## config.mk

```make
export PLATFORM = sky130hd
export DESIGN_NAME = input_conditioner_flat
export DESIGN_NICKNAME = d
export VERILOG_FILES = /design/src/rtl/input_conditioner_if.sv /design/src/rtl/input_conditioner.sv /design/src/flat_wrapper.sv
export SDC_FILE = /design/constraint.sdc
export NUM_CORES = 1
export LEC_CHECK = 0
export BUFFER_PORTS_ARGS = -buffer_cell sky130_fd_sc_hd__buf_2
export CAP_MARGIN = 10
export CORE_ASPECT_RATIO = 0.8
export CORE_MARGIN = 5
export CORE_UTILIZATION = 45
export CTS_CLUSTER_DIAMETER = 150
export CTS_CLUSTER_SIZE = 30
export DETAILED_ROUTE_END_ITERATION = 7
export PLACE_DENSITY_LB_ADDON = 0.25
export SETUP_SLACK_MARGIN = 0.05
export SLEW_MARGIN = 20
export SYNTH_ARGS = -nofsm -noshare
export SYNTH_HDL_FRONTEND = slang
export SYNTH_SLANG_ARGS = --single-unit
```

## constraint.sdc

```tcl
create_clock -name clk -period 4.2 [get_ports clk]
set_input_delay 0.63 -clock clk [delete_from_list [all_inputs] [get_ports clk]]
set_output_delay 0.63 -clock clk [all_outputs]
set_load 0.03 [all_outputs]
```

## src/rtl/input_conditioner_if.sv

```systemverilog
// Button conditioner bus: raw buttons in, op pulses and debounced levels out.
interface input_conditioner_if;
  logic [3:0] op_raw;
  logic [3:0] op_out;
  logic [3:0] held;
  logic       busy;

  modport master (
    output op_raw,
    input  op_out,
    input  held,
    input  busy
  );

  modport slave (
    input  op_raw,
    output op_out,
    output held,
    output busy
  );
endinterface

```

## src/rtl/input_conditioner.sv

```systemverilog
// Synchronise, debounce and auto-repeat the four Tetris buttons, then
// serialise press events into single-cycle op pulses.
module input_conditioner #(
  parameter int         DEBOUNCE      = 20,
  parameter int         REPEAT_DELAY  = 300,
  parameter int         REPEAT_PERIOD = 100,
  parameter logic [3:0] REPEAT_MASK   = 4'b1101
) (
  input  logic                 clk,
  input  logic                 restart,
  input_conditioner_if.slave   bus
);

  localparam int RMAX = (REPEAT_DELAY > REPEAT_PERIOD) ?
                        REPEAT_DELAY : REPEAT_PERIOD;
  localparam int DW = $clog2(DEBOUNCE + 1);
  localparam int RW = $clog2(RMAX + 1);

  typedef enum logic [1:0] {
    IDLE,
    DELAY,
    REPEAT
  } state_e;

  logic [3:0]    sync1_q;
  logic [3:0]    s_q;
  logic [3:0]    stable_q;
  logic [3:0]    pending_q;
  logic [3:0]    pending_d;
  logic [3:0]    op_q;
  logic          busy_q;
  logic [DW-1:0] db_q [4];
  logic [RW-1:0] rc_q [4];
  state_e        st_q [4];

  logic [3:0] rise;
  logic [3:0] fall;
  logic [3:0] rpt_hit;
  logic [3:0] ev;
  logic [3:0] grant;

  // Edges take effect on the same clock the stable level flips.
  always_comb begin
    rise    = '0;
    fall    = '0;
    rpt_hit = '0;
    ev      = '0;
    for (int i = 0; i < 4; i++) begin
      rise[i] = s_q[i] & ~stable_q[i] &
                (db_q[i] == DW'(DEBOUNCE));
      fall[i] = ~s_q[i] & stable_q[i] &
                (db_q[i] == DW'(DEBOUNCE));
      rpt_hit[i] =
        ((st_q[i] == DELAY) &&
         (rc_q[i] == RW'(REPEAT_DELAY - 1))) ||
        ((st_q[i] == REPEAT) &&
         (rc_q[i] == RW'(REPEAT_PERIOD - 1)));
      ev[i] = rise[i] | (rpt_hit[i] & ~fall[i]);
    end
  end

  // Fixed priority: rotate > left > right > down.
  always_comb begin
    grant = '0;
    if (pending_q[1])      grant = 4'b0010;
    else if (pending_q[3]) grant = 4'b1000;
    else if (pending_q[0]) grant = 4'b0001;
    else if (pending_q[2]) grant = 4'b0100;
  end

  assign pending_d = (pending_q & ~grant) | ev;

  always_ff @(posedge clk) begin
    if (restart) begin
      sync1_q   <= '0;
      s_q       <= '0;
      stable_q  <= '0;
      pending_q <= '0;
      op_q      <= '0;
      busy_q    <= 1'b0;
      for (int i = 0; i < 4; i++) begin
        db_q[i] <= '0;
      end
    end else begin
      sync1_q   <= bus.op_raw;
      s_q       <= sync1_q;
      pending_q <= pending_d;
      op_q      <= grant;
      busy_q    <= |pending_d;
      for (int i = 0; i < 4; i++) begin
        if (s_q[i] == stable_q[i]) begin
          db_q[i] <= '0;
        end else if (db_q[i] == DW'(DEBOUNCE)) begin
          db_q[i]     <= '0;
          stable_q[i] <= s_q[i];
        end else begin
          db_q[i] <= db_q[i] + DW'(1);
        end
      end
    end
  end

  always_ff @(posedge clk) begin
    if (restart) begin
      for (int i = 0; i < 4; i++) begin
        st_q[i] <= IDLE;
        rc_q[i] <= '0;
      end
    end else begin
      for (int i = 0; i < 4; i++) begin
        if (fall[i]) begin
          st_q[i] <= IDLE;
          rc_q[i] <= '0;
        end else begin
          case (st_q[i])
            IDLE: begin
              rc_q[i] <= '0;
              if (rise[i] && REPEAT_MASK[i]) begin
                st_q[i] <= DELAY;
              end
            end
            DELAY: begin
              if (rpt_hit[i]) begin
                st_q[i] <= REPEAT;
                rc_q[i] <= '0;
              end else begin
                rc_q[i] <= rc_q[i] + RW'(1);
              end
            end
            REPEAT: begin
              if (rpt_hit[i]) begin
                rc_q[i] <= '0;
              end else begin
                rc_q[i] <= rc_q[i] + RW'(1);
              end
            end
            default: begin
              st_q[i] <= IDLE;
              rc_q[i] <= '0;
            end
          endcase
        end
      end
    end
  end

  assign bus.op_out = op_q;
  assign bus.held   = stable_q;
  assign bus.busy   = busy_q;

endmodule

```

## src/flat_wrapper.sv

```systemverilog
// flat-port wrapper written by rule: the top's interface ports become plain ports
module input_conditioner_flat 
#(
  parameter int         DEBOUNCE      = 20,
  parameter int         REPEAT_DELAY  = 300,
  parameter int         REPEAT_PERIOD = 100,
  parameter logic [3:0] REPEAT_MASK   = 4'b1101
)
  (clk, restart, bus_op_raw, bus_op_out, bus_held, bus_busy);
  input_conditioner_if bus_i ();
  input  logic clk;
  input  logic restart;
  input wire logic [$bits(bus_i.op_raw)-1:0] bus_op_raw;
  output wire logic [$bits(bus_i.op_out)-1:0] bus_op_out;
  output wire logic [$bits(bus_i.held)-1:0] bus_held;
  output wire logic [$bits(bus_i.busy)-1:0] bus_busy;
  assign bus_i.op_raw = bus_op_raw;
  assign bus_op_out = bus_i.op_out;
  assign bus_held = bus_i.held;
  assign bus_busy = bus_i.busy;
  input_conditioner #(.DEBOUNCE(DEBOUNCE), .REPEAT_DELAY(REPEAT_DELAY), .REPEAT_PERIOD(REPEAT_PERIOD), .REPEAT_MASK(REPEAT_MASK)) u_core (.clk(clk), .restart(restart), .bus(bus_i));
endmodule
```

==> results of run 1 <==
==> power groups by stage <==
| stage | clock, W | combinational [W] | sequential [W] |
|---|---|---|---|
| floorplan | 0 | 0.0000666 | 0.000852 |
| global placement | 0 | 0.0000768 | 0.000859 |
| detailed placement | 0 | 0.0000785 | 0.000861 |
| CTS | 0.000556 | 0.0000794 | 0.000844 |
| global route | 0.000594 | 0.0000931 | 0.000848 |
| finish | 0.000541 | 0.0000791 | 0.000844 |
==> sequential cells by signal, summed over array words and instances, names as in the netlist <==
| signal | cells |
|---|---|
| u_core.db_q | 20 |
| u_core.s_q | 4 |
| u_core.bus.held | 4 |
| u_core.pending_q | 4 |
| u_core.st_q | 6 |
| u_core.sync1_q | 4 |
| u_core.bus.op_out | 4 |
| u_core.rc_q | 27 |
| u_core.bus.busy | 1 |
==> per-layer routing <==
metal | vias to the layer above | track usage, % | part of all wire, %
met5 | - | 0 | 0
met4 | 0 | 4.46 | 1.3
met3 | 8 | 4.42 | 3.0
met2 | 20 | 20.1 | 47
met1 | 1130 | 16.0 | 49
li1 | 1260 | - | -
==> placed cells by master, fill, tap and decap left out, types with 8 or more instances in the layout <==
cell type / n
a21oi_1: 8
buf_2: 14
clkbuf_8: 11
conb_1: 47
dfxtp_1: 21
edfxtp_1: 53
ha_1: 18
inv_1: 25
nand2_1: 15
nand3_1: 18
nor2_1: 60
nor2b_1: 9
xnor2_1: 15
xor2_1: 21
==> path summary, 6_finish.rpt <==
kind / start / to / slack (ns)
worst max-delay path: u_core.rc_q[2][0] / u_core.st_q[0][5] / 2.12
worst min-delay path: u_core.sync1_q[2] / u_core.s_q[2] / 0.44
worst max register to register: u_core.rc_q[2][0] / u_core.st_q[0][5] / 2.12
worst min register to register: u_core.sync1_q[2] / u_core.s_q[2] / 0.44
==> cells by family (layout without fill, tap and decap cells) <==
logic type / after synthesis / in the layout / synth area share [%]
simple gates: 149 / 149 / 21.3
mux: 3 / 3 / 0.953
buf+inv: 29 / 55 / 3.30
flops: 74 / 74 / 54.7
xor+xnor: 36 / 36 / 8.57
fa+ha+maj: 18 / 18 / 6.12
other cells: 1 / 47 / 0.102
compound gates: 24 / 24 / 4.90
==> worst max-delay path, stage by stage (launching register included) <==
cell and delay, ns:
edfxtp_1 0.39, ha_1 0.23, nand2_1 0.11, or4_4 0.46
or3b_2 0.48, nand3_1 0.13
==> stage by stage <==
step / std cells / setup slack, ns / power (W) / hold slack (ns)
global placement: 498 / 2.16 / 0.000936 / 0.423
detailed placement: 498 / 2.13 / 0.000939 / 0.428
global route: 514 / 2.00 / 0.00154 / 0.462
floorplan: 380 / 2.25 / 0.000919 / 0.414
finish: 514 / 2.12 / 0.00146 / 0.441
CTS: 514 / 2.13 / 0.00148 / 0.448
==> final cells by class <==
cell class	instances	area [µm²]
repair buffers	14	70.1
multi-input cells	277	1720
fillers	741	3720
clock buffers	13	180
clock inverters	3	20.0
inverters	25	93.8
well taps	108	135
flip-flops and latches	74	2010
==> flow_summary.ini, run 1 <==
[floorplanning]
start_util_pct = 46.3
core_um2 = 7950
pin_count = 15
die-area_um2 = 10100
die_w_um = 111
rows = 29
fp.dieH_um = 90.9

[pwr]
clkPwrFrac_pct = 36.9
power.switching_w = 0.000332
ir_drop_v = 0.000214
switching_share_pct = 22.7
pwr-share-seq_pct = 57.7
leakagePower_nw = 1.67
p_int_w = 0.00113
combPwrFrac_pct = 5.4
power_density_nw_per_um2 = 346

[placed_design]
hpwl_um = 4340
place_area_um2 = 4030
gp_congestion = 0.740
port_buffers = 14

[cts]
ctsResizeCount = 0
cts.sinks = 74
cts_setup_buffers = 0
ctsHoldBuffers = 0
cts_tree = yes
path_clk_slew_ns = 0.07
cts_root_buf = clkbuf_8
cts-htree-levels = 3
clk-insertion-delay-late_ns = 0.35
cts_buffers = 9
cts.path.max_buffers = 2

[yosys]
synth-async-reset-ratio_pct = 0
synth_cells = 334
synth_warnings = 0
synth.distinct_cells = 49
syn-mean-instance-area_um2 = 11.0
synth-main-ff-cell = edfxtp_1
post-synth-top-count-cell = nor2_1
yosysSeqAreaShare_pct = 54.7
synth_seq_cells = 74
synth_top_area_share_pct = 43.3
yosysTopAreaCell = edfxtp_1
synth_common_cells = nor2_1, edfxtp_1, inv_1
synth_edf_count = 53
netlist_top_cells_area = edfxtp_1, dfxtp_1, ha_1
synth_area_um2 = 3680

[timing]
period_share_pct = 49.5
drv_slew = 0
worstMarginPinSlew_ns = 0.589
fmax_ghz = 0.481
setup_viol = 0
fin_skew_ns = 0.0128
tns_ns = 0
grt_setup_unrepaired = false
slew_headroom_pct = 60.4
hold_viol_final = 0
fin_crit_ns = 2.08

[route]
wire_per_inst_um = 11.3
vias = 2418
wirelength_um = 5800
ant_nets = 0
routed_via_density = 4.70
drcViolationCount = 0
drt_iter0_drc = 85
drt_pass1_iterations = 4

[final_layout]
syn2layout_area_growth_pct = 15.0
nets = 425
diodes = 0
fin_util_pct = 53.2
stdcell_area_um2 = 4230
final_layout_size_suffix_gt1_share_pct = 10.8

[global_routing]
grt_pass1_vias = 2333
grt_pass1_wl_um = 10300
grt_util_all_layers_pct = 12.6
antenna_found_initial = 0
overflow = 0
grt_max_degree = 33

[worst_hold_path]
holdPathStages = 1
hold_class = flip-flop to flip-flop

[worst_setup_path]
critical_path_class = flip-flop to flip-flop
cp.arrival_ns = 2.13
critPathMaxFanout = 4
crit_path_start_kind = flip-flop
cp-end-kind = flip-flop
required_ns = 4.25
worstRegToRegCells = 5

[flow_run]
cap_viol_max_count = 0

[run_status]
status = completed
No activity file was read; power rests on OpenSTA's default activity.
==> inputs of run 2 (changes only) <==
==> constraint.sdc (replaced) <==
create_clock -name clk -period 1.8 [get_ports clk]
set_input_delay 0.27 -clock clk [delete_from_list [all_inputs] [get_ports clk]]
set_output_delay 0.27 -clock clk [all_outputs]
set_load 0.03 [all_outputs]
==> run 2 against run 1 <==
Effect of this change:
- the run now ends with setup timing left
- power grew to 2.5 times the previous value
- design area grew 13%
- global-route usage grew 0.99 points
==> flow_summary.ini, run 2 (synthesized netlist as in run 1, its figures left out) <==
[run_status]
status = finished, violations left
violations = setup timing

[pwr]
combPwrFrac_pct = 8.0
power_density_nw_per_um2 = 777
switching_share_pct = 21.9
clkPwrFrac_pct = 39.1
pwr-share-seq_pct = 52.9
p_int_w = 0.00289
power.switching_w = 0.000809
finalPower_w = 0.00370
ir_drop_v = 0.000349
leakagePower_nw = 1.93

[floorplanning]
pin_count = 15
core_um2 = 7950
fp.dieH_um = 90.9
die-area_um2 = 10100
rows = 29
start_util_pct = 46.3
die_w_um = 111

[global_routing]
grt_max_degree = 13
grt_pass1_vias = 2448
grt_pass1_wl_um = 11300
overflow = 0
grt_util_all_layers_pct = 13.6
antenna_found_initial = 0

[timing]
setup_viol = 2
hold_ws_ns = 0.133
fmax_ghz = 0.544
drv_slew = 0
grt_setup_unrepaired = true
period_share_pct = 102
tns_ns = -0.0755
setup_ws_ns = -0.0378
fin_skew_ns = 0.0108
hold_viol_final = 0
fin_crit_ns = 1.84

[worst_hold_path]
worst_hold_startpoint = bus_op_raw[1]
min_to = u_core.sync1_q[1]
hold_class = input pin to flip-flop
holdPathStages = 2

[route]
ant_nets = 0
dr_wl_met2_um = 3140
wl_met1_um = 3150
drcViolationCount = 0
wirelength_um = 6590
top_layer = met4
drt_iter0_drc = 59
routed_via_density = 4.59
vias = 2569
wl_met3_um = 191
drt_pass1_iterations = 4
wire_per_inst_um = 11.8

[placed_design]
hpwl_um = 4630
gp_congestion = 0.762
port_buffers = 14
dpl_worst_slack_ns = -0.0671
dp_cells = 528

[worst_setup_path]
critical_path_class = flip-flop to flip-flop
reg2reg_slack_ns = -0.04
rr_endpoint = u_core.st_q[0][5]
cp-end-kind = flip-flop
critPathMaxFanout = 3
crit_path_start_kind = flip-flop
worstRegToRegCells = 5
required_ns = 1.86
cp.arrival_ns = 1.89
rr_startpoint = u_core.rc_q[2][0]

[cts]
clk-insertion-delay-late_ns = 0.34
cts-htree-levels = 3
cts.sinks = 74
cts.path.max_buffers = 2
cts_tree = yes
path_clk_slew_ns = 0.08
cts_buffers = 9
ctsHoldBuffers = 0
cts_root_buf = clkbuf_8

[final_layout]
reg_top3 = u_core.rc_q (27), u_core.db_q (20), u_core.st_q (6)
final_common_cell = edfxtp_1
final_layout_size_suffix_gt1_share_pct = 26.1
stdcell_count = 560
diodes = 0
largest_register_ffs = 27
layout_common_cells = edfxtp_1, nor2_1, conb_1
nets = 471
syn2layout_area_growth_pct = 29.5
top_register = u_core.rc_q

[flow_run]
cap_viol_max_count = 0
==> run 2: cell type report <==
cell class                      count  area [µm²]
Timing Repair Buffer               59         423
Sequential cell                    74        2010
Fill cell                         664        3190
Multi-Input combinational cell    278        1870
Clock buffer                       11         151
Clock inverter                      5        76.3
Tap cell                          108         135
Inverter                           25        93.8
==> run 2: repair_timing <==
action | in CTS | in global routing
gates resized for setup | 3 | 31
endpoints found under the setup margin | 29 | 36
pin swaps | 10 | 18
setup buffers | 7 | 8
gates cloned | 1 | 0
==> run 2: per-stage QoR <==
step / utilization [%] / cell area [µm²]
3_5_place_dp: 53.9 / 4290
5_1_grt: 59.9 / 4760
2_1_floorplan: - / 3890
4_1_cts: 57.8 / 4590
3_3_place_gp: 53.9 / 4290
6_report: 59.9 / 4760
==> run 2: worst max-delay path by stage <==
stage | startpoint | endpoint | slack (ns) | cells after the start
floorplan | u_core.rc_q[2][0] | u_core.st_q[0][4] | -0.03 | 5
global placement | u_core.rc_q[2][1] | u_core.st_q[0][5] | -0.02 | 5
detailed placement | u_core.rc_q[2][1] | u_core.st_q[0][5] | -0.07 | 5
CTS | u_core.rc_q[2][0] | u_core.st_q[0][4] | -0.04 | 5
global route | u_core.rc_q[2][0] | u_core.st_q[0][5] | -0.08 | 5
finish | u_core.rc_q[2][0] | u_core.st_q[0][5] | -0.04 | 5
==> run 2: power by group through the flow <==
stage,logic [W],clock network [W],registers (W)
detailed placement,0.000249,0,0.00199
global placement,0.000243,0,0.00199
finish,0.000296,0.00145,0.00196
floorplan,0.000161,0,0.00199
global route,0.000333,0.00158,0.00197
CTS,0.000266,0.00150,0.00195
==> run 2: critical path: stages (launching register included) <==
cell and delay (ns):
edfxtp_1 0.36, ha_2 0.19, nand2_2 0.06, or4_4 0.45, or3b_4 0.40, nand3_2 0.10
==> run 2: metal layers <==
metal	track usage, %	vias to the layer above
met5	0	-
met3	3.95	14
met2	22.2	26
met4	4.26	0
li1	-	1358
met1	17.5	1171
